File: src/rtl/nem_ohmux_sel_ctrl.sv
// Select sequencer/arbiter for the 4-input NEM one-hot inverting mux.
// Round-robin sharing with config override, break-before-make and settle timing.
module nem_ohmux_sel_ctrl #(
    parameter int BREAK_CYC  = 4,
    parameter int SETTLE_CYC = 8,
    parameter int MAX_HOLD   = 0,
    parameter int CNT_W      = 8
) (
    input  logic       CP,
    input  logic       CDN,
    input  logic [3:0] REQ,
    input  logic       CFG_EN,
    input  logic [1:0] CFG_SEL,
    output logic [3:0] S,
    output logic [3:0] GNT,
    output logic       CFG_DONE,
    output logic       BUSY
);

    localparam logic [1:0] ST_IDLE  = 2'd0;
    localparam logic [1:0] ST_MAKE  = 2'd1;
    localparam logic [1:0] ST_GRANT = 2'd2;
    localparam logic [1:0] ST_BREAK = 2'd3;

    localparam int BRK_N = (BREAK_CYC < 1) ? 1 : BREAK_CYC;
    localparam int SET_N = (SETTLE_CYC < 1) ? 1 : SETTLE_CYC;

    localparam logic [CNT_W-1:0] BRK_LD   = CNT_W'(BRK_N);
    localparam logic [CNT_W-1:0] SET_LD   = CNT_W'(SET_N);
    localparam logic [CNT_W-1:0] HOLD_MAX = CNT_W'(MAX_HOLD);
    localparam logic [CNT_W-1:0] ONE      = CNT_W'(1);

    function automatic logic [3:0] onehot(input logic [1:0] i);
        return 4'b0001 << i;
    endfunction

    logic [1:0]       state;
    logic [1:0]       ptr;
    logic [1:0]       win;
    logic             own_cfg;
    logic [CNT_W-1:0] timer;
    logic [CNT_W-1:0] hold;

    logic       arb_any;
    logic       arb_cfg;
    logic [1:0] arb_idx;
    logic [1:0] cand;

    // Search downward so the candidate closest above ptr is written last.
    always_comb begin
        arb_any = CFG_EN | (|REQ);
        arb_cfg = CFG_EN;
        arb_idx = CFG_SEL;
        cand    = ptr;
        if (!CFG_EN) begin
            arb_idx = ptr;
            for (int k = 4; k >= 1; k--) begin
                cand = ptr + 2'(k);
                if (REQ[cand]) arb_idx = cand;
            end
        end
    end

    logic own_req;
    logic pre_move;
    logic pre_swap;
    logic others;
    logic hold_exp;

    always_comb begin
        own_req  = own_cfg ? CFG_EN : REQ[win];
        pre_move = (own_cfg || CFG_EN) && (CFG_SEL != win);
        pre_swap = !own_cfg && CFG_EN && (CFG_SEL == win);
        others   = |(REQ & ~onehot(win));
        hold_exp = (MAX_HOLD != 0) && !own_cfg
                   && (hold >= HOLD_MAX) && others;
    end

    always_ff @(posedge CP or negedge CDN) begin
        if (!CDN) begin
            state    <= ST_IDLE;
            S        <= 4'b0000;
            GNT      <= 4'b0000;
            CFG_DONE <= 1'b0;
            BUSY     <= 1'b0;
            ptr      <= 2'd3;
            win      <= 2'd0;
            own_cfg  <= 1'b0;
            timer    <= '0;
            hold     <= '0;
        end else begin
            unique case (state)
                ST_IDLE: begin
                    if (arb_any) begin
                        state   <= ST_MAKE;
                        win     <= arb_idx;
                        own_cfg <= arb_cfg;
                        S       <= onehot(arb_idx);
                        timer   <= SET_LD;
                        BUSY    <= 1'b1;
                    end
                end
                ST_MAKE: begin
                    if (!own_req || pre_move) begin
                        state <= ST_BREAK;
                        S     <= 4'b0000;
                        timer <= BRK_LD;
                    end else begin
                        if (pre_swap) own_cfg <= 1'b1;
                        if (timer == ONE) begin
                            state <= ST_GRANT;
                            hold  <= '0;
                            ptr   <= win;
                            if (pre_swap || own_cfg) CFG_DONE <= 1'b1;
                            else GNT <= onehot(win);
                        end else begin
                            timer <= timer - ONE;
                        end
                    end
                end
                ST_GRANT: begin
                    if (!own_req || pre_move || hold_exp) begin
                        state    <= ST_BREAK;
                        S        <= 4'b0000;
                        GNT      <= 4'b0000;
                        CFG_DONE <= 1'b0;
                        timer    <= BRK_LD;
                    end else begin
                        // Same-index override takes the path without reopening it.
                        if (pre_swap) begin
                            own_cfg  <= 1'b1;
                            GNT      <= 4'b0000;
                            CFG_DONE <= 1'b1;
                        end
                        if (hold != '1) hold <= hold + ONE;
                    end
                end
                ST_BREAK: begin
                    if (timer == ONE) begin
                        if (arb_any) begin
                            state   <= ST_MAKE;
                            win     <= arb_idx;
                            own_cfg <= arb_cfg;
                            S       <= onehot(arb_idx);
                            timer   <= SET_LD;
                        end else begin
                            state <= ST_IDLE;
                            BUSY  <= 1'b0;
                        end
                    end else begin
                        timer <= timer - ONE;
                    end
                end
                default: state <= ST_IDLE;
            endcase
        end
    end

endmodule

File: config.mk
export PLATFORM = sky130hd
export DESIGN_NAME = nem_ohmux_sel_ctrl
export DESIGN_NICKNAME = d
export VERILOG_FILES = /design/src/rtl/nem_ohmux_sel_ctrl.sv
export SDC_FILE = /design/constraint.sdc
export NUM_CORES = 1
export LEC_CHECK = 0
export ABC_CLOCK_PERIOD_IN_PS = 2000
export BUFFER_PORTS_ARGS = -buffer_cell sky130_fd_sc_hd__buf_4
export CORE_MARGIN = 2
export CORE_UTILIZATION = 35
export DETAILED_ROUTE_END_ITERATION = 8
export GPL_TIMING_DRIVEN = 0
export HOLD_SLACK_MARGIN = 0.12
export PLACE_DENSITY = 0.56
export SKIP_LAST_GASP = 1
export SLEW_MARGIN = 0
export SYNTH_ARGS = -nofsm -noshare
export SYNTH_HDL_FRONTEND = slang
export SYNTH_SLANG_ARGS = --single-unit
File: constraint.sdc
create_clock -name CP -period 2 [get_ports CP]
set_clock_uncertainty 0.2 [all_clocks]
set_input_delay 0.1 -clock CP [delete_from_list [all_inputs] [get_ports CP]]
set_output_delay 0.1 -clock CP [all_outputs]
set_load 0.01 [all_outputs]
Word level (Yosys, flattened, before mapping)
Index checks and enable logic that the tools add are counted.
- memory bits (read-only): 0
- latch bits: 0
- memories kept: 0
- bits in writable memories: 0
- bits of input ports: 9
- register bits after elaboration: 25
- output and inout port bits: 10
- logic and storage cells: 116
- muxes and demuxes: 53
- bitwise logic cells: 2
- eq/ne operators: 20
- shift-type cells: 2
- add/sub/neg operators: 4
- divide/modulo/power cells: 0
- multiply operators: 0
- reduce and logical (&&, ||, !) cells: 22
- $lt $le $gt $ge: 4
- operator list (kind ; count):
    two-way mux 8 bit ; 5
    two-way mux 4 bit ; 8
    one-hot mux 8 bit (4 select lines) ; 1
    two-way mux 2 bit ; 11
    != test 2 bit, second input constant ; 9
    two-way mux 1 bit ; 17
    less-than comparator 2 x 3 -> 1 bit, second input constant ; 4
    one-hot mux 4 bit (3 select lines) ; 1
    AND reduction 5 bit ; 2
    != test 3 bit, second input constant ; 3
    binary-select mux 1 bit (select 2 bit) ; 4
    == test 8 x 1 -> 1 bit, second input constant ; 1
    one-hot mux 2 bit (4 select lines) ; 1
    one-hot mux 4 bit (2 select lines) ; 1
    AND reduction 4 bit ; 2
    << shifter 1 x 2 -> 4 bit, first input constant ; 2
    subtractor 8 x 1 -> 8 bit, second input constant ; 1
    AND reduction 2 bit ; 3
    AND reduction 3 bit ; 2
    adder 2 bit, second input constant ; 2
    == test 2 bit, second input constant ; 2
    != test 2 x 1 -> 1 bit, second input constant ; 2
    one-hot mux 1 bit (2 select lines) ; 2
    one-hot mux 2 bit (2 select lines) ; 1
    other kinds (14) ; 20

Depth between registers and ports, before layout
Gate-level depths: netlist of the first run.
- depth in word-level cells: 11
- depth in mapped cells: 9
- depth with buffers taken out: 7

Worst setup path after synthesis of the first run
No wires, ideal clock.
- path type: flip-flop to flip-flop
- from: reg timer[1]
- to: reg GNT[0]
- period minus slack after synthesis: 2.202 ns
- path buffers: 2
- setup slack: -0.202 ns
- library setup time: 0.125 ns
- data arrival time: 1.877 ns
- stages on the path, launching flop included: 10
- cells stage by stage: dfrtp_1 inv_1 ha_1 nor4b_4 and2_0 buf_2 a41o_1 and3_1 buf_6 mux2_4
- word-level cells in the longest chain between the ends: 3
- ends and longest elaborated chain (element ; RTL line ; text):
    start, declared ; 41 ; logic [CNT_W-1:0] timer;
    start signal, assigned ; 117 ; timer <= timer - ONE;
    start signal, assigned ; 151 ; timer <= timer - ONE;
    == test 8 x 1 -> 1 bit ; 110 ; if (timer == ONE) begin
    != test 2 bit (no source line) ; -- ;
    AND reduction 5 bit (no source line) ; -- ;
    end signal, assigned ; 115 ; else GNT <= onehot(win);
    end, declared ; 15 ; output logic [3:0] GNT,
Every way passes these cells.
A chain may end at the register's enable or synchronous reset.

Worst setup path after layout of the first run
- from: reg timer[1]
- to: reg GNT[3]
Same word-level chain as after synthesis.

==> results of run 1 <==
==> cells in the final DEF, fill, tap and decap left out, drive strengths merged, types with 7 or more instances in the layout <==
cell / netlist / final
buf: 7 / 46
dfrtp: 23 / 23
nor2: 17 / 17
inv: 15 / 14
mux2: 10 / 10
nand2: 8 / 8
a21oi: 8 / 8
nor3: 7 / 7
==> cell type report <==
type	count	area [um2]	area share (%)
buffer	7	61.3	2.38
clock buffer	4	45.0	1.75
inverter	15	60.1	2.34
multi-input combinational	140	1340	52.3
sequential	25	629	24.5
tap	70	87.6	3.41
timing repair buffer	43	344	13.4
==> sequential cells by signal (all words and copies together) (netlist names) <==
signal and flops:
timer 8, BUSY 1, win 2, state 2
ptr 2, CFG_DONE 1, own_cfg 1, S 4
GNT 4
==> per-stage QoR <==
step           worst slack (ns)  utilization [%]  TNS, ns
2_1_floorplan            -0.152                -   -0.865
3_3_place_gp             -0.523             40.6    -5.86
3_5_place_dp             -0.526             40.6    -6.04
4_1_cts                  -0.182             48.7    -2.28
5_1_grt                  -0.315             51.0    -5.01
6_report                 -0.221             51.0    -2.83
==> power groups by stage <==
stage	clock (mW)	combinational (mW)	sequential [mW]
6_report	0.316	3.22	0.947
2_1_floorplan	0	1.74	0.914
3_5_place_dp	0	2.28	0.913
5_1_grt	0.339	3.49	0.992
3_3_place_gp	0	2.27	0.907
4_1_cts	0.333	2.91	0.945
==> path summary, 6_finish.rpt <==
path,startpoint,endpoint,cells past startpoint
max,timer[1],GNT[3],8
min,CDN,S[0],3
max reg2reg,timer[1],GNT[3],8
min reg2reg,timer[1],timer[1],2
max in group asynchronous,CDN,win[0],3
min in group CP,REQ[0],S[2],5
==> metal layers <==
layer	up-vias	track usage [%]
met5	-	0
met4	0	5.65
met3	11	1.98
met2	36	28.3
met1	818	26.7
li1	807	-
==> worst max-delay path, cell delays in order, from the launching register on <==
cell,delay (ns)
dfrtp_1,0.40
inv_2,0.08
ha_4,0.11
nor4b_4,0.27
and2_1,0.20
buf_6,0.13
a41o_1,0.18
and3_4,0.24
mux2_4,0.30
==> cells by family (layout without fill, tap and decap cells) <==
kind of cell	count (synthesis)	after routing	synth area share (%)
flops	25	25	34.9
mux	14	14	9.31
simple gates	60	60	18.6
fa+ha+maj	6	6	4.17
compound gates	58	58	24.6
buf+inv	25	69	6.67
xor+xnor	2	2	1.81
==> timing repair <==
action,in CTS,in global routing
gates cloned,1,0
setup buffers,18,2
resized for setup,37,26
endpoints found under the setup margin,23,25
endpoints found under the hold margin,31,0
hold buffers,4,0
pin swaps,10,13
==> results by group, run 1 <==
Hold path
  • Tightest Hold Check Type: input pin to asynchronous set/reset pin

Detailed routing
  • Via count: 1672
  • Wirelength, routed: ~4800 um
  • Antenna-violating nets left: 0
  • Met3 routed WL: about 130 um
  • Wire length on met1: 2350 um
  • Vias per inst: 5.50
  • Drc violations: 0
  • DR top layer: met4
  • WL met2: 2240 um
  • Routed len/inst: ~16 um
  • Initial drt markers: 72
  • Detailed Routing Iterations Pass 1: 4

Worst setup path
  • Worst EP arrival: approximately 2.2 ns
  • Critical Path Sink Type: register
  • CP Max Fanout: 5
  • Worst path required time: 1.97 ns
  • CP Class: register to register
  • CP Launch Type: register
  • Register-to-register setup slack: -0.22 ns

Clocking
  • Clock transition at path regs: 0.09 ns
  • Sink Count: 25
  • CTS HTree Levels: 1
  • Worst-Skew Late Latency: 0.27 ns
  • Num CTS Buffers: 3
  • Max clock buf depth: 2
  • CTS tree: done
  • CTS Root Cell: clkbuf_8

Timing
  • Fmax: roughly 450 MHz
  • Fin crit share: 111%
  • Endpoints failing hold: 0
  • Clock period minus worst slack: 2.22 ns
  • Unrepaired setup endpoints after global routing: true
  • Max-slew violations: 0
  • Max-slew headroom: 26.9%
  • Final hold slack: 0.121 ns
  • Worst setup margin: -0.221 ns
  • Setup Viol. Count Final: 19
  • Worst slew pin tran: 1.09 ns

Power
  • Lkg Pwr: ~1.1 nW
  • Net Sw Frac: around 45%
  • Clock power frac: 7.0%
  • Pwr Total: between 4 and 5 mW
  • Pwr Density: between 1500 and 2000 nW/um2
  • Max rail drop VDD: 0.785 mV
  • Internal power: between 2 and 2.5 mW
  • Logic pwr share: 71.8%
  • Seq pwr share: 21.1%
  • NetSw: 2.01 mW

Synthesis
  • Top-count cell post-synth: dfrtp_1
  • Synth top area cells: dfrtp_1 32%, ha_1 4.2%, mux2_2 3.8%
  • Cells after Synth: 190
  • Number of synthesized flops with an enable pin: 0
  • Syn_area_per_cell: 9.48 um2
  • Ys flop type: dfrtp_1
  • Number of synthesis warnings: 0
  • Seq cells post-synth: 25
  • Seq/Total Area, Yosys: 34.9%
  • Synthesized area: 1800 um2
  • Area share of the largest cell type after synthesis: between 30% and 40%
  • Post-synth top cells: 23 x dfrtp_1, 17 x nor2_1, 15 x inv_1
  • Net count after synthesis: 205
  • Unique masters post-synth: 60
  • Post-synth ARST share: 100%
  • Largest area contributor in the netlist: dfrtp_1

Placement
  • Post-Place Cells: around 280
  • DP Area: 2050 um2
  • GP Congestion: 0.839
  • PortBufs: 18
  • DP HPWL: 3100 um

Outcome
  • Failing checks: setup timing
  • Status: finished, violations left

Global routing
  • Vias in the first global route: 1651
  • Total track usage: 18.3%
  • Antenna violations before repair: 0
  • GR Overflow Total: 0
  • First-pass GRT wire length: 8020 um
  • Largest net degree at the start of global routing: 24

Final layout
  • Ant diodes: 0
  • Final net count: 250
  • Fill count: 452
  • Design area: 2570 um2
  • Layout cell share with drive strength beyond 1: a little under half
  • Post-Layout Cell Count: a little over 300
  • Area Overhead vs Synth: 42.8%

Floorplanning
  • Row Count: 26
  • Core Area: ~5000 um2
  • Die Y: 75.7 um
  • Die W: 75.7 um
  • Die ar.: 5730 um2
  • Initial cell density of the core: 35.7%
  • I/O pins: 19

Flow run
  • Max-Cap Viols: 0
Power figures use the tool's default switching activity.
==> run 2: changes to the inputs <==
--- a/config.mk
+++ b/config.mk
@@ -13,6 +13,7 @@
 export GPL_TIMING_DRIVEN = 0
 export HOLD_SLACK_MARGIN = 0.12
 export PLACE_DENSITY = 0.56
+export RECOVER_POWER = 50
 export SKIP_LAST_GASP = 1
 export SLEW_MARGIN = 0
 export SYNTH_ARGS = -nofsm -noshare
==> run 2 against run 1 <==
  * Hold slack improved by 0.072 ns
  * Utilization fell by 0.37 points
  * The run still ends with setup timing left
  * Total power barely moved
  * Combinational power barely moved
  * Fmax fell by 0.56%
  * Critical path depth did not move
  * Sequential cell count did not move
  * Clock power rose by 1%
  * Cell area fell by 0.73%
==> results by group, run 2 (synthesis results as in run 1) <==
Final layout
  • Ant diodes: 0 (unchanged)
  • Area Overhead vs Synth: 41.8%
  • Final core utilization: 50.6% (-0.37 points)
  • Post-Layout Cell Count: 304 (unchanged)
  • Final net count: 250 (unchanged)
  • Max reg flops: 8 (unchanged)
  • Most flops, register: timer
  • Fill count: 455 (+0.66%)
  • Most frequent cells in the layout: 36 x buf_4, 22 x dfrtp_1, 15 x nor2_1
  • Layout cell share with drive strength beyond 1: 46.6% (-0.43 points)
  • Leading cell type in the layout, fill and taps excluded: buf_4
  • Design area: 2550 um2 (-0.73%)
  • Biggest regs: timer (8), GNT (4), S (4)

Outcome
  • Status: finished, violations left
  • Failing checks: setup timing

Global routing
  • Total track usage: 18.3% (unchanged)
  • First-pass GRT wire length: 8020 um (unchanged)
  • GR Overflow Total: 0 (unchanged)
  • Vias in the first global route: 1651 (unchanged)
  • Antenna violations before repair: 0 (unchanged)
  • Largest net degree at the start of global routing: 24 (unchanged)

Detailed routing
  • Routed len/inst: 16.1 um (+1.1%)
  • Vias per inst: 5.52 (+0.30%)
  • Via count: 1677 (+0.30%)
  • Detailed Routing Iterations Pass 1: 4 (unchanged)
  • Antenna-violating nets left: 0 (unchanged)
  • Drc violations: 0 (unchanged)
  • Wirelength, routed: 4890 um (+1.1%)
  • Initial drt markers: 68 (-5.6%)

Worst setup path
  • Critical Path Sink Type: register
  • Register-to-register setup slack: -0.23 ns (about the same)
  • Worst EP arrival: 2.20 ns (about the same)
  • Critical path capture point: GNT[3]
  • Worst R2R Start: timer[1]
  • CP startpoint: timer[1]
  • Worst path required time: 1.97 ns (about the same)
  • Worst Reg2Reg Path Length in Cells: 8 (unchanged)
  • CP Launch Type: register
  • CP Class: register to register
  • Reg2reg end: GNT[3]
  • CP Max Fanout: 5 (unchanged)

Timing
  • Worst setup margin: -0.234 ns (-0.0125 ns)
  • Endpoints failing hold: 0 (unchanged)
  • Fmax: 448 MHz (-0.56%)
  • Worst slew pin tran: 1.08 ns (-0.00900 ns)
  • Final hold slack: 0.193 ns (+0.0721 ns)
  • Total negative setup slack: -2.86 ns (-0.0256 ns)
  • Unrepaired setup endpoints after global routing: true
  • Fin crit share: 112% (+0.62 points)
  • Clock period minus worst slack: 2.23 ns (+0.0125 ns)
  • Max-slew violations: 0 (unchanged)
  • Setup Viol. Count Final: 19 (unchanged)
  • Max-slew headroom: 27.5% (+0.61 points)

Power
  • Internal power: 2.47 mW (-0.18%)
  • Clock power frac: 7.1% (about the same)
  • Logic pwr share: 71.7% (about the same)
  • Max rail drop VDD: 0.779 mV (-0.77%)
  • Seq pwr share: 21.2% (about the same)
  • Net Sw Frac: 44.9% (+0.10 points)
  • Pwr Total: 4.49 mW (about the same)
  • Lkg Pwr: 1.06 nW (-0.83%)
  • NetSw: 2.01 mW (+0.24%)
  • Pwr Density: 1760 nW/um2 (+0.74%)

Clocking
  • Sink Count: 25 (unchanged)
  • Num CTS Buffers: 3 (unchanged)
  • Clock transition at path regs: 0.10 ns (about the same)
  • Max clock buf depth: 2 (unchanged)
  • CTS Root Cell: clkbuf_8
  • Worst-Skew Late Latency: 0.28 ns (about the same)
  • CTS HTree Levels: 1 (unchanged)
  • CTS tree: done

Floorplanning
  • Die ar.: 5730 um2 (unchanged)
  • Die W: 75.7 um (unchanged)
  • Core Area: 5040 um2 (unchanged)
  • Initial cell density of the core: 35.7% (unchanged)
  • Row Count: 26 (unchanged)
  • I/O pins: 19 (unchanged)
  • Die Y: 75.7 um (unchanged)

Placement
  • DP HPWL: 3100 um (unchanged)
  • DP Area: 2050 um2 (unchanged)
  • PortBufs: 18 (unchanged)
  • Post-Place Cells: 278 (unchanged)
  • GP Congestion: 0.839 (unchanged)
  • Dpl ws: -0.526 ns (unchanged)

Hold path
  • Tightest Hold Check Type: input pin to asynchronous set/reset pin

Flow run
  • Max-Cap Viols: 0 (unchanged)
## run 2: timing repair
action,CTS,global route
pin swaps,10,13
buffers inserted,18,2
endpoints found under the hold margin,31,0
setup endpoints to repair,23,25
gates cloned,1,0
hold buffers,4,0
resized for setup,37,26
## run 2: metal layers
layer | routed length, um | vias up | track usage (%)
li1 | - | 808 | -
met1 | 2330 | 813 | 26.7
met2 | 2280 | 45 | 28.3
met3 | 160 | 11 | 1.98
met4 | 121 | 0 | 5.65
met5 | 0 | - | 0
## run 2: layout make-up
cell class | instances | area (um2) | area share (%)
multi-input combinational | 140 | 1340 | 52.6
clock buffer | 4 | 45.0 | 1.76
tap | 70 | 87.6 | 3.43
sequential | 25 | 629 | 24.7
inverter | 15 | 60.1 | 2.35
timing repair buffer | 43 | 325 | 12.7
buffer | 7 | 61.3 | 2.40
## run 2: worst min path at each step
stage | from | endpoint | cells past startpoint
2_1_floorplan | CDN | BUSY | 0
3_3_place_gp | CDN | S[0] | 1
3_5_place_dp | CDN | S[0] | 1
4_1_cts | CDN | ptr[1] | 2
5_1_grt | REQ[0] | S[2] | 5
6_report | CDN | ptr[1] | 2
## run 2: critical path, stage by stage (launching register included)
cell	delay [ns]
dfrtp_1	0.41
inv_2	0.08
ha_4	0.11
nor4b_4	0.27
and2_1	0.20
buf_6	0.13
a41o_1	0.18
and3_4	0.24
mux2_4	0.30
## run 2: power groups by stage
stage / clock (mW) / sequential [mW] / combinational, mW
2_1_floorplan: 0 / 0.914 / 1.74
3_3_place_gp: 0 / 0.907 / 2.27
3_5_place_dp: 0 / 0.913 / 2.28
4_1_cts: 0.333 / 0.945 / 2.91
5_1_grt: 0.339 / 0.992 / 3.49
6_report: 0.320 / 0.949 / 3.22
==> run 3: changes to the inputs <==
--- a/config.mk
+++ b/config.mk
@@ -5,8 +5,9 @@
 export SDC_FILE = /design/constraint.sdc
 export NUM_CORES = 1
 export LEC_CHECK = 0
+export ABC_AREA = 1
 export ABC_CLOCK_PERIOD_IN_PS = 2000
-export BUFFER_PORTS_ARGS = -buffer_cell sky130_fd_sc_hd__buf_4
+export BUFFER_PORTS_ARGS = -buffer_cell sky130_fd_sc_hd__buf_2
 export CORE_MARGIN = 2
 export CORE_UTILIZATION = 35
 export DETAILED_ROUTE_END_ITERATION = 8
==> run 3 against run 2 <==
  * The flow now finishes without violations
  * Utilization fell by 8.1 points
  * Critical path depth rose by 2
  * Sequential share of layout area is 3.9 points higher
  * Sequential cell count unchanged
  * Global-route usage fell by 3.6 points
  * Critical endpoint is now timer[4]
  * Largest cell class unchanged
==> results by group, run 3 <==
Outcome
  • Status: finished, final reports clean

Synthesis
  • Cells after Synth: 267 (+41%)
  • Number of synthesis warnings: 0 (unchanged)
  • Post-synth top cells: 94 x nand2_1, 28 x inv_1, 27 x nand3_1
  • Synthesized area: 1900 um2 (+5.3%)
  • Main combinational cell family by area after synthesis: simple AND/OR/NAND/NOR gates
  • Post-synth ARST share: 100% (unchanged)
  • Seq/Total Area, Yosys: 33.1% (-1.8 points)
  • Post-Synth XOR/XNOR Area: 0.924% (-0.88 points)
  • Compound-gate portion of the synthesized area: 9.37% (-15 points)
  • Net count after synthesis: 282 (+38%)
  • Area share of the largest cell type after synthesis: 30.4% (-1.6 points)
  • Top-count cell post-synth: nand2_1
  • Unique masters post-synth: 32 (-47%)
  • Seq cells post-synth: 25 (unchanged)
  • Number of synthesized flops with an enable pin: 0 (unchanged)
  • Largest area contributor in the netlist: dfrtp_1
  • Syn_area_per_cell: 7.10 um2 (-25%)
  • Simple-Gate Fraction of Synth Area: 44.0% (+25 points)
  • Synth Area in Adders: 3.96% (-0.21 points)
  • Ys flop type: dfrtp_1
  • Mux share of post-synthesis cell area: 0% (-9.3 points)
  • Synth top area cells: dfrtp_1 30%, nand2_1 19%, nand3_1 7.1%

Worst setup path
  • Reg2reg end: timer[4]
  • Slowest cell on crit path: dfrtp_1
  • Crit path largest cell delay: 0.40 ns (about the same)
  • Critical Path Sink Type: register
  • Worst R2R Start: timer[1]
  • CP Max Fanout: 7 (+2)
  • WP buf/inv: 2 (unchanged)
  • Worst EP arrival: 1.84 ns (-0.36 ns)
  • CP cell instances: inv_1, ha_1, nand3_1, nor2_4, inv_1, nand2_1, nand3_1, nand3_4, nand2_1, o21ai_1
  • CP Class: register to register
  • Register-to-register setup slack: 0.16 ns (+0.39 ns)
  • CP Launch Type: register
  • Worst Reg2Reg Path Length in Cells: 10 (+2)
  • Worst path required time: 2.00 ns (+0.03 ns)
  • Top Family by Delay on Critical Path: simple AND/OR/NAND/NOR gates

Final layout
  • Max reg flops: 8 (unchanged)
  • Most flops, register: timer
  • Biggest regs: timer (8), GNT (4), S (4)
  • Most frequent cells in the layout: 93 x nand2_1, 27 x inv_1, 27 x nand3_1
  • Final net count: 312 (+25%)
  • Layout cell share with drive strength beyond 1: 19.3% (-27 points)
  • Area Overhead vs Synth: 16.0%
  • Final core utilization: 42.5% (-8.1 points)
  • Leading cell type in the layout, fill and taps excluded: nand2_1
  • Post-Layout Cell Count: 366 (+20%)
  • Ant diodes: 0 (unchanged)

Clocking
  • Clock transition at path regs: 0.10 ns (about the same)
  • Num CTS Buffers: 3 (unchanged)
  • Max clock buf depth: 2 (unchanged)
  • Sink Count: 25 (unchanged)
  • CTS tree: done
  • CTS Root Cell: clkbuf_8
  • Worst-Skew Late Latency: 0.27 ns (about the same)
  • CTS HTree Levels: 1 (unchanged)

Timing
  • Setup Viol. Count Final: 0 (-19)
  • Max-slew violations: 0 (unchanged)
  • Worst setup margin: 0.158 ns (+0.392 ns)
  • Unrepaired setup endpoints after global routing: true
  • Max-slew headroom: 56.7% (+29 points)
  • Clock period minus worst slack: 1.84 ns (-0.392 ns)
  • Total negative setup slack: 0 ns (+2.86 ns)
  • Fmax: 543 MHz (+21%)
  • Fin crit share: 92.1% (-20 points)
  • Endpoints failing hold: 0 (unchanged)
  • Worst slew pin tran: 0.649 ns (-0.429 ns)

Detailed routing
  • Wirelength, routed: 4110 um (-16%)
  • Drc violations: 0 (unchanged)
  • Antenna-violating nets left: 0 (unchanged)
  • Initial drt markers: 79 (+16%)
  • Detailed Routing Iterations Pass 1: 5 (+1)
  • Via count: 1734 (+3.4%)
  • Vias per inst: 4.74 (-14%)
  • Routed len/inst: 11.2 um (-30%)

Floorplanning
  • Die ar.: 6020 um2 (+5.0%)
  • Row Count: 26 (unchanged)
  • Die Y: 77.6 um (+2.5%)
  • Die W: 77.6 um (+2.5%)
  • Initial cell density of the core: 36.6% (+0.94 points)
  • Core Area: 5170 um2 (+2.6%)
  • I/O pins: 19 (unchanged)

Power
  • Internal power: 0.685 mW (-72%)
  • Pwr Density: 420 nW/um2 (-76%)
  • Logic pwr share: 10.5% (-61 points)
  • Lkg Pwr: 1.14 nW (+7.8%)
  • Net Sw Frac: 25.8% (-19 points)
  • Seq pwr share: 55.7% (+35 points)
  • NetSw: 0.239 mW (-88%)
  • Max rail drop VDD: 0.274 mV (-65%)
  • Clock power frac: 33.8% (+27 points)

Flow run
  • Max-Cap Viols: 0 (unchanged)

Placement
  • GP Congestion: 0.790 (-5.9%)
  • DP HPWL: 3190 um (+2.7%)
  • Dpl ws: 0.110 ns (+0.636 ns)
  • Post-Place Cells: 355 (+28%)
  • PortBufs: 18 (unchanged)

Global routing
  • Total track usage: 14.6% (-3.6 points)
  • Vias in the first global route: 1597 (-3.3%)
  • Antenna violations before repair: 0 (unchanged)
  • GR Overflow Total: 0 (unchanged)
  • Largest net degree at the start of global routing: 26 (+8.3%)
  • First-pass GRT wire length: 7230 um (-9.9%)

Hold path
  • Tightest Hold Check Type: input pin to asynchronous set/reset pin
## run 3: cell count changes after synthesis, sizes merged, moves of 6 or more
cell,previous run,this run
nand2,8,101
nand3,4,32
inv,15,33
mux2,10,0
o21ai,6,16
a31oi,6,0
nand4,1,7
## run 3: worst max path at each step
| stage | from | endpoint | depth (start not counted) |
|---|---|---|---|
| after floorplan | ptr[0] | S[0] | 12 |
| after global placement | ptr[0] | S[0] | 12 |
| after detailed placement | ptr[0] | S[0] | 12 |
| after CTS | ptr[0] | S[0] | 12 |
| after global routing | timer[6] | state[0] | 9 |
| final | timer[1] | timer[4] | 10 |
## run 3: power groups by stage
stage / sequential (mW) / combinational, mW / clock, mW
after detailed placement: 0.525 / 0.0881 / 0
after floorplan: 0.527 / 0.0479 / 0
after global placement: 0.524 / 0.0875 / 0
after CTS: 0.515 / 0.0974 / 0.330
after global routing: 0.516 / 0.111 / 0.351
final: 0.515 / 0.0968 / 0.313
## run 3: layer usage
| layer | global-route usage, % | wire [um] | vias to the layer above |
|---|---|---|---|
| li1 | - | - | 916 |
| met1 | 19.3 | 1960 | 783 |
| met2 | 24.9 | 1980 | 29 |
| met3 | 2.79 | 132 | 6 |
| met4 | 2.86 | 41 | 0 |
| met5 | 0 | 0 | - |
## run 3: through the flow
stage                     power (mW)  cell area, um2  hold slack, ns
after floorplan                0.575            1900          -0.396
after global placement         0.612            2070         -0.0655
after detailed placement       0.613            2070         -0.0569
after CTS                      0.942            2180           0.170
after global routing           0.977            2200           0.231
final                          0.924            2200           0.177
## run 3: timing repair
item                                    4_1_cts  5_1_grt
resized for setup                             0        4
hold buffers                                  6        0
hold endpoints to repair                     32        0
buffers inserted                              0        2
endpoints found under the setup margin        0       12
## run 3: kinds of logic (layout without fill, tap and decap cells)
| logic type | Yosys count | in the layout |
|---|---|---|
| AO/OA/AOI/OAI | 29 | 29 |
| AND/OR/NAND/NOR | 169 | 169 |
| buffers and inverters | 36 | 65 |
| adder cells (fa/ha/maj) | 6 | 6 |
| flip-flops | 25 | 25 |
| XOR/XNOR | 2 | 2 |
## run 3: cell type report
| type | instances | area [um2] |
|---|---|---|
| inverter | 33 | 136 |
| sequential | 25 | 628 |
| timing repair buffer | 26 | 161 |
| clock buffer | 3 | 41.3 |
| multi-input combinational | 206 | 1120 |
| tap | 70 | 87.6 |
| fill | 553 | 2970 |
| buffer | 2 | 22.5 |
| clock inverter | 1 | 5.00 |
